===== config.mk =====
export PLATFORM = sky130hd
export DESIGN_NAME = func_sweep_ctrl
export DESIGN_NICKNAME = d
export VERILOG_FILES = /design/src/rtl/func_sweep_pkg.sv /design/src/rtl/func_sweep_ctrl_settle_timer.sv /design/src/rtl/func_sweep_ctrl.sv
export SDC_FILE = /design/constraint.sdc
export NUM_CORES = 1
export LEC_CHECK = 0
export ABC_AREA = 1
export CORE_MARGIN = 4
export CORE_UTILIZATION = 45
export DETAILED_ROUTE_END_ITERATION = 8
export GPL_TIMING_DRIVEN = 0
export PLACE_DENSITY_LB_ADDON = 0.2
export SYNTH_ARGS = -nofsm -noshare
export SYNTH_HDL_FRONTEND = slang
export SYNTH_SLANG_ARGS = --single-unit

===== constraint.sdc =====
create_clock -name clk -period 1.91 [get_ports clk]
set_input_delay 0.382 -clock clk [delete_from_list [all_inputs] [get_ports clk]]
set_output_delay 0.382 -clock clk [all_outputs]
set_load 0.05 [all_outputs]

===== src/rtl/func_sweep_pkg.sv =====
// Shared types for the function-block sweep sequencer: FSM state encoding and counter width helper.
package func_sweep_pkg;

  typedef enum logic [2:0] {
    ST_IDLE,
    ST_SETTLE,
    ST_SAMPLE,
    ST_LOG,
    ST_DONE
  } state_e;

  // Bits needed to hold the values 0..n-1 (at least one bit).
  function automatic int unsigned cnt_w(input int unsigned n);
    return (n < 2) ? 1 : $clog2(n);
  endfunction

endpackage


===== src/rtl/func_sweep_ctrl_settle_timer.sv =====
// Dwell timer for the SETTLE phase: reloads while load is high, counts down to zero otherwise.
module sweep_settle_timer #(
  parameter int unsigned LOAD_VAL = 0,
  parameter int unsigned W        = 1
) (
  input  logic clk,
  input  logic rst_n,
  input  logic load,
  input  logic en,
  output logic tc
);

  logic [W-1:0] cnt_q;

  always_ff @(posedge clk or negedge rst_n) begin
    if (!rst_n) begin
      cnt_q <= '0;
    end else if (load) begin
      cnt_q <= W'(LOAD_VAL);
    end else if (en && (cnt_q != '0)) begin
      cnt_q <= cnt_q - W'(1);
    end
  end

  assign tc = (cnt_q == '0);

endmodule


===== src/rtl/func_sweep_ctrl.sv =====
// Exhaustive input sweep sequencer for generated SOP function blocks; counts on-set and mismatches.
// Optional per-hit log handshake enabled by defining FSWEEP_LOG_EN.
module func_sweep_ctrl
  import func_sweep_pkg::*;
#(
  parameter int unsigned N_IN       = 10,
  parameter int unsigned SETTLE_CYC = 1
) (
  input  logic            clk,
  input  logic            rst_n,
  input  logic            start,
  input  logic            abort,
  output logic [N_IN-1:0] x,
  input  logic            f_dut,
  input  logic            f_ref,
  output logic            busy,
  output logic            done,
  output logic [N_IN:0]   ones_cnt,
  output logic [N_IN:0]   mism_cnt,
  output logic [N_IN-1:0] first_mism
`ifdef FSWEEP_LOG_EN
  ,
  output logic            log_valid,
  input  logic            log_ready,
  output logic [N_IN-1:0] log_idx
`endif
);

  localparam int unsigned     TMR_W    = cnt_w(SETTLE_CYC);
  localparam logic [N_IN-1:0] IDX_LAST = '1;
  localparam logic [N_IN-1:0] IDX_ONE  = N_IN'(1);
  localparam logic [N_IN:0]   CNT_ONE  = (N_IN + 1)'(1);

  state_e          state_q;
  logic [N_IN-1:0] idx_q;
  logic            busy_q;
  logic            done_q;
  logic [N_IN:0]   ones_q;
  logic [N_IN:0]   mism_q;
  logic [N_IN-1:0] first_q;
  logic            settle_tc;
  logic            adv;

  sweep_settle_timer #(
    .LOAD_VAL (SETTLE_CYC - 1),
    .W        (TMR_W)
  ) u_settle_timer (
    .clk   (clk),
    .rst_n (rst_n),
    .load  (state_q != ST_SETTLE),
    .en    (1'b1),
    .tc    (settle_tc)
  );

`ifdef FSWEEP_LOG_EN
  logic            log_valid_q;
  logic [N_IN-1:0] log_idx_q;

  // A hit detours through LOG; the vector advance then happens on the handshake instead.
  always_comb begin
    adv = 1'b0;
    if (state_q == ST_SAMPLE) adv = !f_dut;
    if (state_q == ST_LOG)    adv = log_ready;
  end

  assign log_valid = log_valid_q;
  assign log_idx   = log_idx_q;
`else
  always_comb begin
    adv = (state_q == ST_SAMPLE);
  end
`endif

  always_ff @(posedge clk or negedge rst_n) begin
    if (!rst_n) begin
      state_q     <= ST_IDLE;
      idx_q       <= '0;
      busy_q      <= 1'b0;
      done_q      <= 1'b0;
      ones_q      <= '0;
      mism_q      <= '0;
      first_q     <= '0;
`ifdef FSWEEP_LOG_EN
      log_valid_q <= 1'b0;
      log_idx_q   <= '0;
`endif
    end else if (abort) begin
      state_q     <= ST_IDLE;
      busy_q      <= 1'b0;
      done_q      <= 1'b0;
`ifdef FSWEEP_LOG_EN
      log_valid_q <= 1'b0;
`endif
    end else begin
      case (state_q)
        ST_IDLE, ST_DONE: begin
          if (start) begin
            state_q <= ST_SETTLE;
            idx_q   <= '0;
            ones_q  <= '0;
            mism_q  <= '0;
            first_q <= '0;
            busy_q  <= 1'b1;
            done_q  <= 1'b0;
          end
        end
        ST_SETTLE: begin
          if (settle_tc) state_q <= ST_SAMPLE;
        end
        ST_SAMPLE: begin
          if (f_dut) ones_q <= ones_q + CNT_ONE;
          if (f_dut != f_ref) begin
            mism_q <= mism_q + CNT_ONE;
            if (mism_q == '0) first_q <= idx_q;
          end
`ifdef FSWEEP_LOG_EN
          if (f_dut) begin
            state_q     <= ST_LOG;
            log_valid_q <= 1'b1;
            log_idx_q   <= idx_q;
          end
`endif
        end
`ifdef FSWEEP_LOG_EN
        ST_LOG: begin
          if (log_ready) log_valid_q <= 1'b0;
        end
`endif
        default: state_q <= ST_IDLE;
      endcase

      if (adv) begin
        if (idx_q == IDX_LAST) begin
          state_q <= ST_DONE;
          busy_q  <= 1'b0;
          done_q  <= 1'b1;
        end else begin
          idx_q   <= idx_q + IDX_ONE;
          state_q <= ST_SETTLE;
        end
      end
    end
  end

  assign x          = idx_q;
  assign busy       = busy_q;
  assign done       = done_q;
  assign ones_cnt   = ones_q;
  assign mism_cnt   = mism_q;
  assign first_mism = first_q;

endmodule


Word level (Yosys, flattened, before mapping) --
Index checks and enable logic that the tools add are counted. W data, S select, Z words.
Word-level totals: flip-flop bits (word level) 48, latch bits 0, RAM bits 0, memory bits (read-only) 0, output and inout bits 44, word-level logic and storage cells 64, memories kept 0
Operators by class: $add $sub $neg 4, multiply operators 0, divide/modulo/power cells 0, $lt $le $gt $ge 0, equal/unequal tests 12, shift-type cells 0, mux-type cells 31, bitwise gates (word level) 1, reductions and logical operators 8
Operators with widths (number):
- $mux W10 | 7
- $pmux W11 S2 | 2
- $mux W11 | 3
- $add A11 B1 Y11 const B | 2
- $pmux W10 S2 | 1
- $mux W3 | 5
- $mux W1 | 12
- $logic_not A11 Y1 | 1
- $add A10 B1 Y10 const B | 1
- $eq A10 B10 Y1 const B | 1
- $ne A4 B4 Y1 const B | 2
- $reduce_and A4 Y1 | 2
- $pmux W3 S2 | 1
- $reduce_and A5 Y1 | 1
- $ne A2 B1 Y1 const B | 2
- $ne A2 B2 Y1 const B | 2
- $eq A3 B1 Y1 const B | 1
- $eq A3 B2 Y1 const B | 1
- $eq A3 B3 Y1 const B | 1
- $logic_not A3 Y1 | 1
- $ne A3 B1 Y1 const B | 1
- $reduce_and A2 Y1 | 1
- $reduce_bool A2 Y1 | 1
- $reduce_or A2 Y1 | 1
- other kinds (3) | 3

Longest topological paths before layout --
Gate-level depths: netlist (run 1).
word-level depth 6, depth in mapped cells 9, depth with buffers taken out 9

By module --
Synthesis (run 1) repeated with hierarchy kept, for this count alone.
Unflattened totals: cell total of the unflattened synthesis 383, area total of the unflattened synthesis 2820.2 um^2
By module, submodules not included:
- func_sweep_ctrl | times used 1, cells each 378, area an instance 2777.7 um^2, seq. area each 1176.1 um^2
- sweep_settle_timer | times used 1, cells each 5, area an instance 42.5 um^2, seq. area each 25.0 um^2

Worst setup path after synthesis (run 1) --
Ideal clock, no wire load.
kind reg-to-reg, from register idx_q[0], in the netlist x[0], to register idx_q[4], in the netlist x[4], arrival 1663 ps, required time 1783 ps, path slack 120 ps, cell stages (with the launch flop) 9, path buffers 0, cells stage by stage dfrtp_1 > ha_1 > nand2_2 > nor2_2 > nand3_4 > nand2_1 > nand2_1 > nand3_1 > o21ai_0
Between the ends: longest elaborated chain between the ends 3
RTL lines:
- from (decl) | line func_sweep_ctrl.sv:35 | logic [N_IN-1:0] idx_q;
- from (signal assigned) | line func_sweep_ctrl.sv:138 | idx_q <= idx_q + IDX_ONE;
- $add A10 B1 Y10 / $eq A10 B10 Y1 (equally long branches) | line func_sweep_ctrl.sv:138, func_sweep_ctrl.sv:133
- $mux W10 (*) | line func_sweep_ctrl.sv:133 | if (idx_q == IDX_LAST) begin
- $mux W10 (*) | line func_sweep_ctrl.sv:132 | if (adv) begin
Mark *: on every way between the ends. The rest lies on a longest branch, timed or not. A chain may end at the register's enable or synchronous reset.

Worst setup path after layout (run 1) --
from register busy_q, in the netlist busy, to output busy
RTL lines:
- from (decl) | line func_sweep_ctrl.sv:36 | logic busy_q;
- from (signal assigned) | line func_sweep_ctrl.sv:78 | busy_q <= 1'b0;
- from (signal assigned) | line func_sweep_ctrl.sv:89 | busy_q <= 1'b0;
- from (signal assigned) | line func_sweep_ctrl.sv:103 | busy_q <= 1'b1;
- to (decl) | line func_sweep_ctrl.sv:16 | output logic busy,
No word-level cell between the ends.

==> flow_summary.yaml, run 1 <==
worst_setup_path:
  startpoint_type: "flip-flop"
  required_ps: 1530
  cp.buffers_inverters: 1
  crit_fanout: 2
  critPathKind: "reg2out"
  endpoint_kind: "output pin"
  crit_family: "buffers and inverters"
  worstPathArrival_ps: 1470
  path_cells: "clkdlybuf4s50_1"
  crit_slowest_cell: "clkdlybuf4s50_1"
  cpPeakStageDelay_ps: 800
route:
  drc: 0
  drt_wl_total_um: 6442
  drt-wirelength-per-cell_um: 12.63
  wl_met3_um: 237
  ant_nets: 0
  via_per_inst: 5.094
  num_vias: 2598
  wl_met1_um: 3206
  drt_pass1_iterations: 4
  drtIter0Drc: 114
  highest_layer: "met4"
  wl_met2_um: 2957
run_status:
  status: "finished clean"
logic_synthesis:
  synth.most_common_cell: "nand2_1"
  synthTopCellsByCount: "115 x nand2_1, 48 x nand3_1, 47 x dfrtp_1"
  synth_fp_nets: 387
  syn_avg_cell_area_um2: 7.434
  synth-main-ff-cell: "dfrtp_1"
  ys_seq_area_share_pct: 41.96
  yosysWarnings: 0
  synth_edf_count: 0
  synth_top_area_share_pct: 41.96
  netlist_area_mm2: 0.002803
  synth_top_cell_by_area: "dfrtp_1"
  ys_ff_latch: 47
  synthDistinctLibCells: 32
  syn_inst: 377
  synthArstFlopShare_pct: 100.0
  synthTopCellsByArea: "dfrtp_1 42%, nand2_1 15%, nand3_1 8.6%"
sta:
  fmax_ghz: 0.5397
  finalHoldViolations: 0
  fin_crit_sh_pct: 97.01
  rsz0062_at_grt: "false"
  relSlewSlack_pct: 66.34
  worst_pin_slew_ps: 504.0
  finClkSkew_ps: 14.68
  finalMaxSlewViolations: 0
  finalSetupViolCount: 0
  period_minus_slack_ps: 1853
clock_network:
  post_cts_buffers: 0
  clock_path_buffers: 2
  clock-sinks: 47
  clock_latency_ps: 300
  cts_buffers: 5
  cts_tree: "done"
  clock-root-buffer: "clkbuf_8"
  htree_levels: 2
  clk_pin_slew_ps: 100
cells_and_area:
  area_growth_pct: 25.22
  diodes: 0
  layout-drive-gt1-share_pct: 8.506
  finalNetCount: 444
  final_area_mm2: 0.003510
  fin_util_pct: 58.58
power_and_ir_drop:
  p_leak_nw: 1.864
  powerDensity_mw_per_mm2: 626.2
  p_switching_mw: 0.5830
  pwr-share-comb_pct: 13.0
  ir_drop_uv: 340.2
  clockPowerShare_pct: 40.0
  switching_share_pct: 26.52
  p_int_mw: 1.615
  finalPower_mw: 2.198
  power_frac_seq_pct: 47.0
global_routing:
  grt_pass1_wl_um: 11470
  overflow: 0
  grt_pass1_vias: 2482
  groute.usage.overall_pct: 18.73
  grt_max_degree: 27
  antenna_found_initial: 0
floorplanning:
  die_area_mm2: 0.007555
  die_h_um: 86.92
  num_rows: 28
  start_util_pct: 46.78
  design.core.area_mm2: 0.005991
  io_pins: 50
  die_w_um: 86.92
placed_design:
  place_congestion: 0.8812
  dpl_cell_area_mm2: 0.003402
  dpl.hpwl_um: 4894
  numPortBuffers: 49
run:
  drv_cap: 0
min_path:
  min-delay-path-class: "in2async"
[stage by stage]
stage / TNS, ps / hold WS, ps / instances / setup WS, ps
2_1_floorplan: 0 / 86.41 / 377 / 120.1
4_1_cts: 0 / 49.91 / 510 / 6.793
3_3_place_gp: -46760 / 465.1 / 501 / -939.0
5_1_grt: 0 / 81.95 / 510 / 5.372
6_report: 0 / 33.82 / 510 / 57.05
3_5_place_dp: -3273 / 381.7 / 502 / -151.3
[kinds of logic after synthesis]
group,share of synthesized area (%)
compound gates,7.589
xor+xnor,1.562
fa+ha+maj,1.786
buf+inv,8.437
flops,41.96
simple gates,38.66
[timing repair]
action                                  in CTS  in global routing
hold buffers                                 0                  0
cloned                                       0                  0
endpoints found under the setup margin      29                  3
resized for setup                           29                  3
endpoints found under the hold margin        0                  0
[layout make-up]
cell class / count / area [um^2]
flip-flops and latches: 47 / 1176
clock buffers: 5 / 68.82
clock inverters: 3 / 67.56
fillers: 563 / 2481
well taps: 75 / 93.84
repair buffers: 50 / 476.7
multi-input cells: 279 / 1390
plain buffers: 9 / 76.32
inverters: 42 / 160.2
[path summary, 6_finish.rpt]
| path | from | to | slack [ps] | depth (start not counted) |
|---|---|---|---|---|
| min in group clk | first_mism[6]$_DFFE_PN0P_ | first_mism[6]$_DFFE_PN0P_ | 500 | 2 |
| worst max register to register | x[0]$_DFFE_PN0N_ | x[6]$_DFFE_PN0N_ | 210 | 7 |
| worst min-delay path | rst_n | x[3]$_DFFE_PN0N_ | 30 | 1 |
| max in group asynchronous | rst_n | ones_cnt[2]$_DFFE_PN0P_ | 1360 | 2 |
| worst min register to register | first_mism[6]$_DFFE_PN0P_ | first_mism[6]$_DFFE_PN0P_ | 500 | 2 |
| worst max-delay path | busy$_DFF_PN0_ | busy | 60 | 1 |
[flip-flops by register name, summed over array words and instances, names as in the netlist]
name        count
busy            1
state_q         3
first_mism     10
ones_cnt       11
mism_cnt       11
done            1
x              10
[placed cells by master (no fill, tap or decap), types with 3 or more instances in the layout]
cell / count
a21oi_1: 6
buf_4: 3
buf_6: 4
clkbuf_8: 5
clkdlybuf4s50_1: 16
dfrtp_1: 47
dlygate4sd2_1: 29
dlymetal6s2s_1: 3
ha_1: 4
inv_1: 39
nand2_1: 115
nand2_2: 3
nand3_1: 48
nand4_1: 19
nor2_1: 38
nor2_4: 3
o21ai_0: 9
o21ai_1: 7
o21ai_2: 3
o21bai_1: 4
xor2_1: 5
[metal layers]
metal | track usage [%] | vias up
li1 | - | 1342
met2 | 30.71 | 53
met5 | 0 | -
met4 | 4.108 | 0
met1 | 26.28 | 1198
met3 | 2.649 | 5
[power groups by stage]
stage               Clock [mW]  Combinational [mW]  Sequential [mW]
global placement             0               0.289             1.05
floorplan                    0               0.154             1.09
finish                   0.879               0.285             1.03
detailed placement           0               0.296             1.05
global route             0.942               0.317             1.04
CTS                      0.900               0.290             1.03
(Power assumes the default switching activity.)
==> run 2: changes to the inputs <==
==> constraint.sdc (replaced) <==
create_clock -name clk -period 2 [get_ports clk]
set_input_delay 0.4 -clock clk [delete_from_list [all_inputs] [get_ports clk]]
set_output_delay 0.4 -clock clk [all_outputs]
set_load 0.1 [all_outputs]
==> flow_summary.yaml, run 2 (synthesis gave the netlist of run 1 again) <==
run_status:
  status: "finished clean"
floorplanning:
  design.core.area_mm2: 0.005991
  die_area_mm2: 0.007555
  start_util_pct: 46.78
  io_pins: 50
  die_h_um: 86.92
  die_w_um: 86.92
  num_rows: 28
clock_network:
  cts_buffers: 5
  clk_pin_slew_ps: 90
  htree_levels: 2
  clock-sinks: 47
  cts_tree: "done"
  clock_path_buffers: 2
  clock-root-buffer: "clkbuf_8"
  clock_latency_ps: 290
  post_cts_buffers: 0
sta:
  worst_pin_slew_ps: 962.3
  finClkSkew_ps: 4.188
  finalSetupViolCount: 0
  fmax_ghz: 0.5145
  setup-tns-final_ps: 0
  relSlewSlack_pct: 36.10
  worst_slack_ps: 56.27
  finalMaxSlewViolations: 0
  finalHoldViolations: 0
  fin_crit_sh_pct: 97.19
  period_minus_slack_ps: 1944
  rsz0062_at_grt: "false"
worst_setup_path:
  crit_fanout: 5
  endpoint_kind: "output pin"
  crit_slowest_cell: "clkdlybuf4s15_1"
  crit_family: "buffers and inverters"
  cpPeakStageDelay_ps: 840
  required_ps: 1600
  cp.buffers_inverters: 1
  worstPathArrival_ps: 1540
  critPathKind: "reg2out"
  path_cells: "clkdlybuf4s15_1"
  startpoint_type: "flip-flop"
global_routing:
  groute.usage.overall_pct: 18.73
  grt_pass1_wl_um: 11460
  grt_max_degree: 33
  grt_pass1_vias: 2468
  overflow: 0
  antenna_found_initial: 0
power_and_ir_drop:
  ir_drop_uv: 449.7
  p_leak_nw: 1.726
  powerDensity_mw_per_mm2: 547.9
cells_and_area:
  layout_common_cells: "115 x nand2_1, 48 x nand3_1, 41 x dfrtp_1"
  finalNetCount: 444
  layout-drive-gt1-share_pct: 15.67
  multi_input_area_mm2: 0.001390
  area_growth_pct: 23.35
  diodes: 0
  n_fill_cell: 585
  final_common_cell: "nand2_1"
  layout.area.seq_mm2: 0.001184
min_path:
  min-delay-path-class: "in2async"
placed_design:
  dpl.hpwl_um: 4906
  dpl_worst_slack_ps: -98.02
  numPortBuffers: 49
  place_congestion: 0.8675
route:
  drtIter0Drc: 161
  ant_nets: 0
  via_per_inst: 5.084
  drt_pass1_iterations: 4
  drt_wl_total_um: 6662
  num_vias: 2588
  drc: 0
  drt-wirelength-per-cell_um: 13.09
run:
  drv_cap: 0
## run 2: layer usage
layer | share of wire, % | wire length [um] | global-route usage, %
met5 | 0 | 0 | 0
met4 | 0.44 | 29 | 3.966
met3 | 3.9 | 263 | 2.933
met2 | 45 | 2980 | 31.33
met1 | 51 | 3388 | 25.66
## run 2: through the flow
step	hold WS [ps]	utilization (%)	instance area [um^2]	cells	total power, mW
final	10.27	57.71	3457	509	1.894
after global routing	22.17	57.71	3457	509	1.995
after CTS	14.80	58.33	3495	509	1.920
after detailed placement	339.1	56.91	3410	502	1.330
after global placement	468.1	56.66	3395	501	1.325
after floorplan	104.4	-	2810	377	1.227
## run 2: final timing paths
kind | slack [ps] | depth (start not counted) | end | startpoint
min in group clk | 490 | 1 | state_q[1]$_DFFE_PN0P_ | state_q[1]$_DFFE_PN0P_
hold reg to reg | 490 | 1 | state_q[1]$_DFFE_PN0P_ | state_q[1]$_DFFE_PN0P_
hold / removal | 10 | 1 | first_mism[9]$_DFFE_PN0P_ | rst_n
setup / recovery | 60 | 1 | ones_cnt[1] | ones_cnt[1]$_DFFE_PN0P_
max in group asynchronous | 1480 | 2 | mism_cnt[0]$_DFFE_PN0P_ | rst_n
setup reg to reg | 300 | 8 | x[4]$_DFFE_PN0N_ | x[0]$_DFFE_PN0N_
## run 2: what timing repair did
item / in CTS / in global routing
resized for setup: 86 / 15
endpoints found under the setup margin: 44 / 14
hold buffers: 0 / 0
## run 2: worst register-to-register path: cells and delay by family (launching register included)
family	cells	cell delay (ps)
flip-flops	1	410
AO/OA/AOI/OAI	1	80
adder cells (fa/ha/maj)	1	220
AND/OR/NAND/NOR	6	870
## run 2: layout make-up
class | count | share of cell area (%)
timing repair buffer | 50 | 13.46
multi-input combinational | 279 | 40.21
sequential | 47 | 34.24
clock buffer | 6 | 2.389
buffer | 9 | 2.208
tap | 75 | 2.714
inverter | 42 | 4.633
clock inverter | 1 | 0.1448
## run 2: report_power, final
group	switching [mW]	internal (mW)	total, mW
combinational	0.236	0.0785	0.315
clock	0.319	0.272	0.592
sequential	0.0216	0.966	0.988
==> run 3: changes to the inputs <==
--- a/config.mk
+++ b/config.mk
@@ -7,9 +7,10 @@
 export LEC_CHECK = 0
 export ABC_AREA = 1
 export CORE_MARGIN = 4
-export CORE_UTILIZATION = 45
+export CORE_UTILIZATION = 53
 export DETAILED_ROUTE_END_ITERATION = 8
 export GPL_TIMING_DRIVEN = 0
+export HOLD_SLACK_MARGIN = 0.06
 export PLACE_DENSITY_LB_ADDON = 0.2
 export SYNTH_ARGS = -nofsm -noshare
 export SYNTH_HDL_FRONTEND = slang
==> flow_summary.yaml, run 3 (synthesis gave the netlist of run 1 again) <==
sta:
  setup-tns-final_ps: 0
  finalHoldViolations: 0
  fin_crit_sh_pct: 97.76
  rsz0062_at_grt: "false"
  worst_pin_slew_ps: 961.9
  finalSetupViolCount: 0
  finalMaxSlewViolations: 0
  finClkSkew_ps: 2.166
  relSlewSlack_pct: 36.13
  fmax_ghz: 0.5115
  period_minus_slack_ps: 1955
floorplanning:
  start_util_pct: 54.88
  die_area_mm2: 0.006516
  die_h_um: 80.72
  num_rows: 26
  die_w_um: 80.72
  design.core.area_mm2: 0.005107
  io_pins: 50
route:
  drt_pass1_iterations: 4
  drtIter0Drc: 156
  drc: 0
  via_per_inst: 5.378
  drt_wl_total_um: 6728
  drt-wirelength-per-cell_um: 13.32
  num_vias: 2716
  ant_nets: 0
cells_and_area:
  area_growth_pct: 24.06
  n_fill_cell: 440
  layout_common_cells: "115 x nand2_1, 48 x nand3_1, 41 x dfrtp_1"
  layout.area.seq_mm2: 0.001184
  post_layout_nonfiller_instances: 505
  multi_input_area_mm2: 0.001390
  fin_util_pct: 68.08
  layout-drive-gt1-share_pct: 16.09
  finalNetCount: 444
  final_common_cell: "nand2_1"
  final_area_mm2: 0.003477
  diodes: 0
clock_network:
  clock-sinks: 47
  htree_levels: 2
  clock-root-buffer: "clkbuf_8"
  cts_tree: "done"
  post_cts_buffers: 0
  cts_buffers: 5
  clock_latency_ps: 300
  clock_path_buffers: 2
  clk_pin_slew_ps: 90
global_routing:
  antenna_found_initial: 0
  grt_pass1_wl_um: 11150
  groute.usage.overall_pct: 21.83
  grt_max_degree: 26
  overflow: 0
  grt_pass1_vias: 2423
power_and_ir_drop:
  ir_drop_uv: 336.7
  p_leak_nw: 1.736
  powerDensity_mw_per_mm2: 580.8
  finalPower_mw: 2.020
worst_setup_path:
  crit_slowest_cell: "clkdlybuf4s15_1"
  crit_start: "x[1]$_DFFE_PN0N_"
  critPathKind: "reg2out"
  cpPeakStageDelay_ps: 840
  crit_fanout: 5
  cp.depth: 1
  r2r_end: "x[4]$_DFFE_PN0N_"
  path_cells: "clkdlybuf4s15_1"
  startpoint_type: "flip-flop"
  cp.buffers_inverters: 1
  reg2reg_depth: 8
  worstPathArrival_ps: 1560
  required_ps: 1600
  r2r_slack_ps: 360
  endpoint_kind: "output pin"
  crit_family: "buffers and inverters"
  r2r_start: "x[0]$_DFFE_PN0N_"
run:
  drv_cap: 0
placed_design:
  numPortBuffers: 49
  place_congestion: 0.9001
  place_inst: 497
  dpl_cell_area_mm2: 0.003403
  dpl.hpwl_um: 4962
min_path:
  min-delay-path-class: "in2async"
run_status:
  status: "finished clean"
==> run 3: repair_timing <==
item,4_1_cts,5_1_grt
cloned,0,0
endpoints found under the setup margin,44,13
resized for setup,87,15
hold buffers,0,0
==> run 3: worst max path at each step <==
stage | slack (ps) | endpoint
after floorplan | 60 | x[4]$_DFFE_PN0N_
after global placement | -980 | ones_cnt[0]$_DFFE_PN0P_
after detailed placement | -110 | ones_cnt[3]$_DFFE_PN0P_
after CTS | 2 | ones_cnt[6]
after global routing | 5 | mism_cnt[10]
final | 40 | x[1]
==> run 3: cell type report <==
class,instances,area share [%]
Sequential cell,47,34.04
Clock inverter,3,1.259
Buffer,9,2.195
Inverter,42,4.606
Timing Repair Buffer,50,13.42
Multi-Input combinational cell,279,39.98
Tap cell,70,2.519
Clock buffer,5,1.979
==> run 3: metrics by stage <==
| stage | hold slack, ps | worst slack [ps] |
|---|---|---|
| 6_report | 66.53 | 44.78 |
| 3_3_place_gp | 455.7 | -984.0 |
| 4_1_cts | 76.50 | 1.885 |
| 2_1_floorplan | 104.4 | 64.58 |
| 5_1_grt | 109.6 | 5.126 |
| 3_5_place_dp | 404.3 | -107.4 |
==> run 3: metal layers <==
layer | wire (um) | global-route usage (%) | share of wire [%] | up-vias
li1 | - | - | - | 1350
met1 | 3041 | 29.92 | 45 | 1276
met2 | 3270 | 35.68 | 49 | 84
met3 | 340 | 3.251 | 5.1 | 6
met4 | 76 | 6.757 | 1.1 | 0
met5 | 0 | 0 | 0 | -
==> run 3: power by group <==
group | switching [mW] | internal [mW] | leakage (nW)
clock network | 0.343 | 0.373 | 0.0581
logic | 0.238 | 0.0784 | 1.03
registers | 0.0217 | 0.966 | 0.643
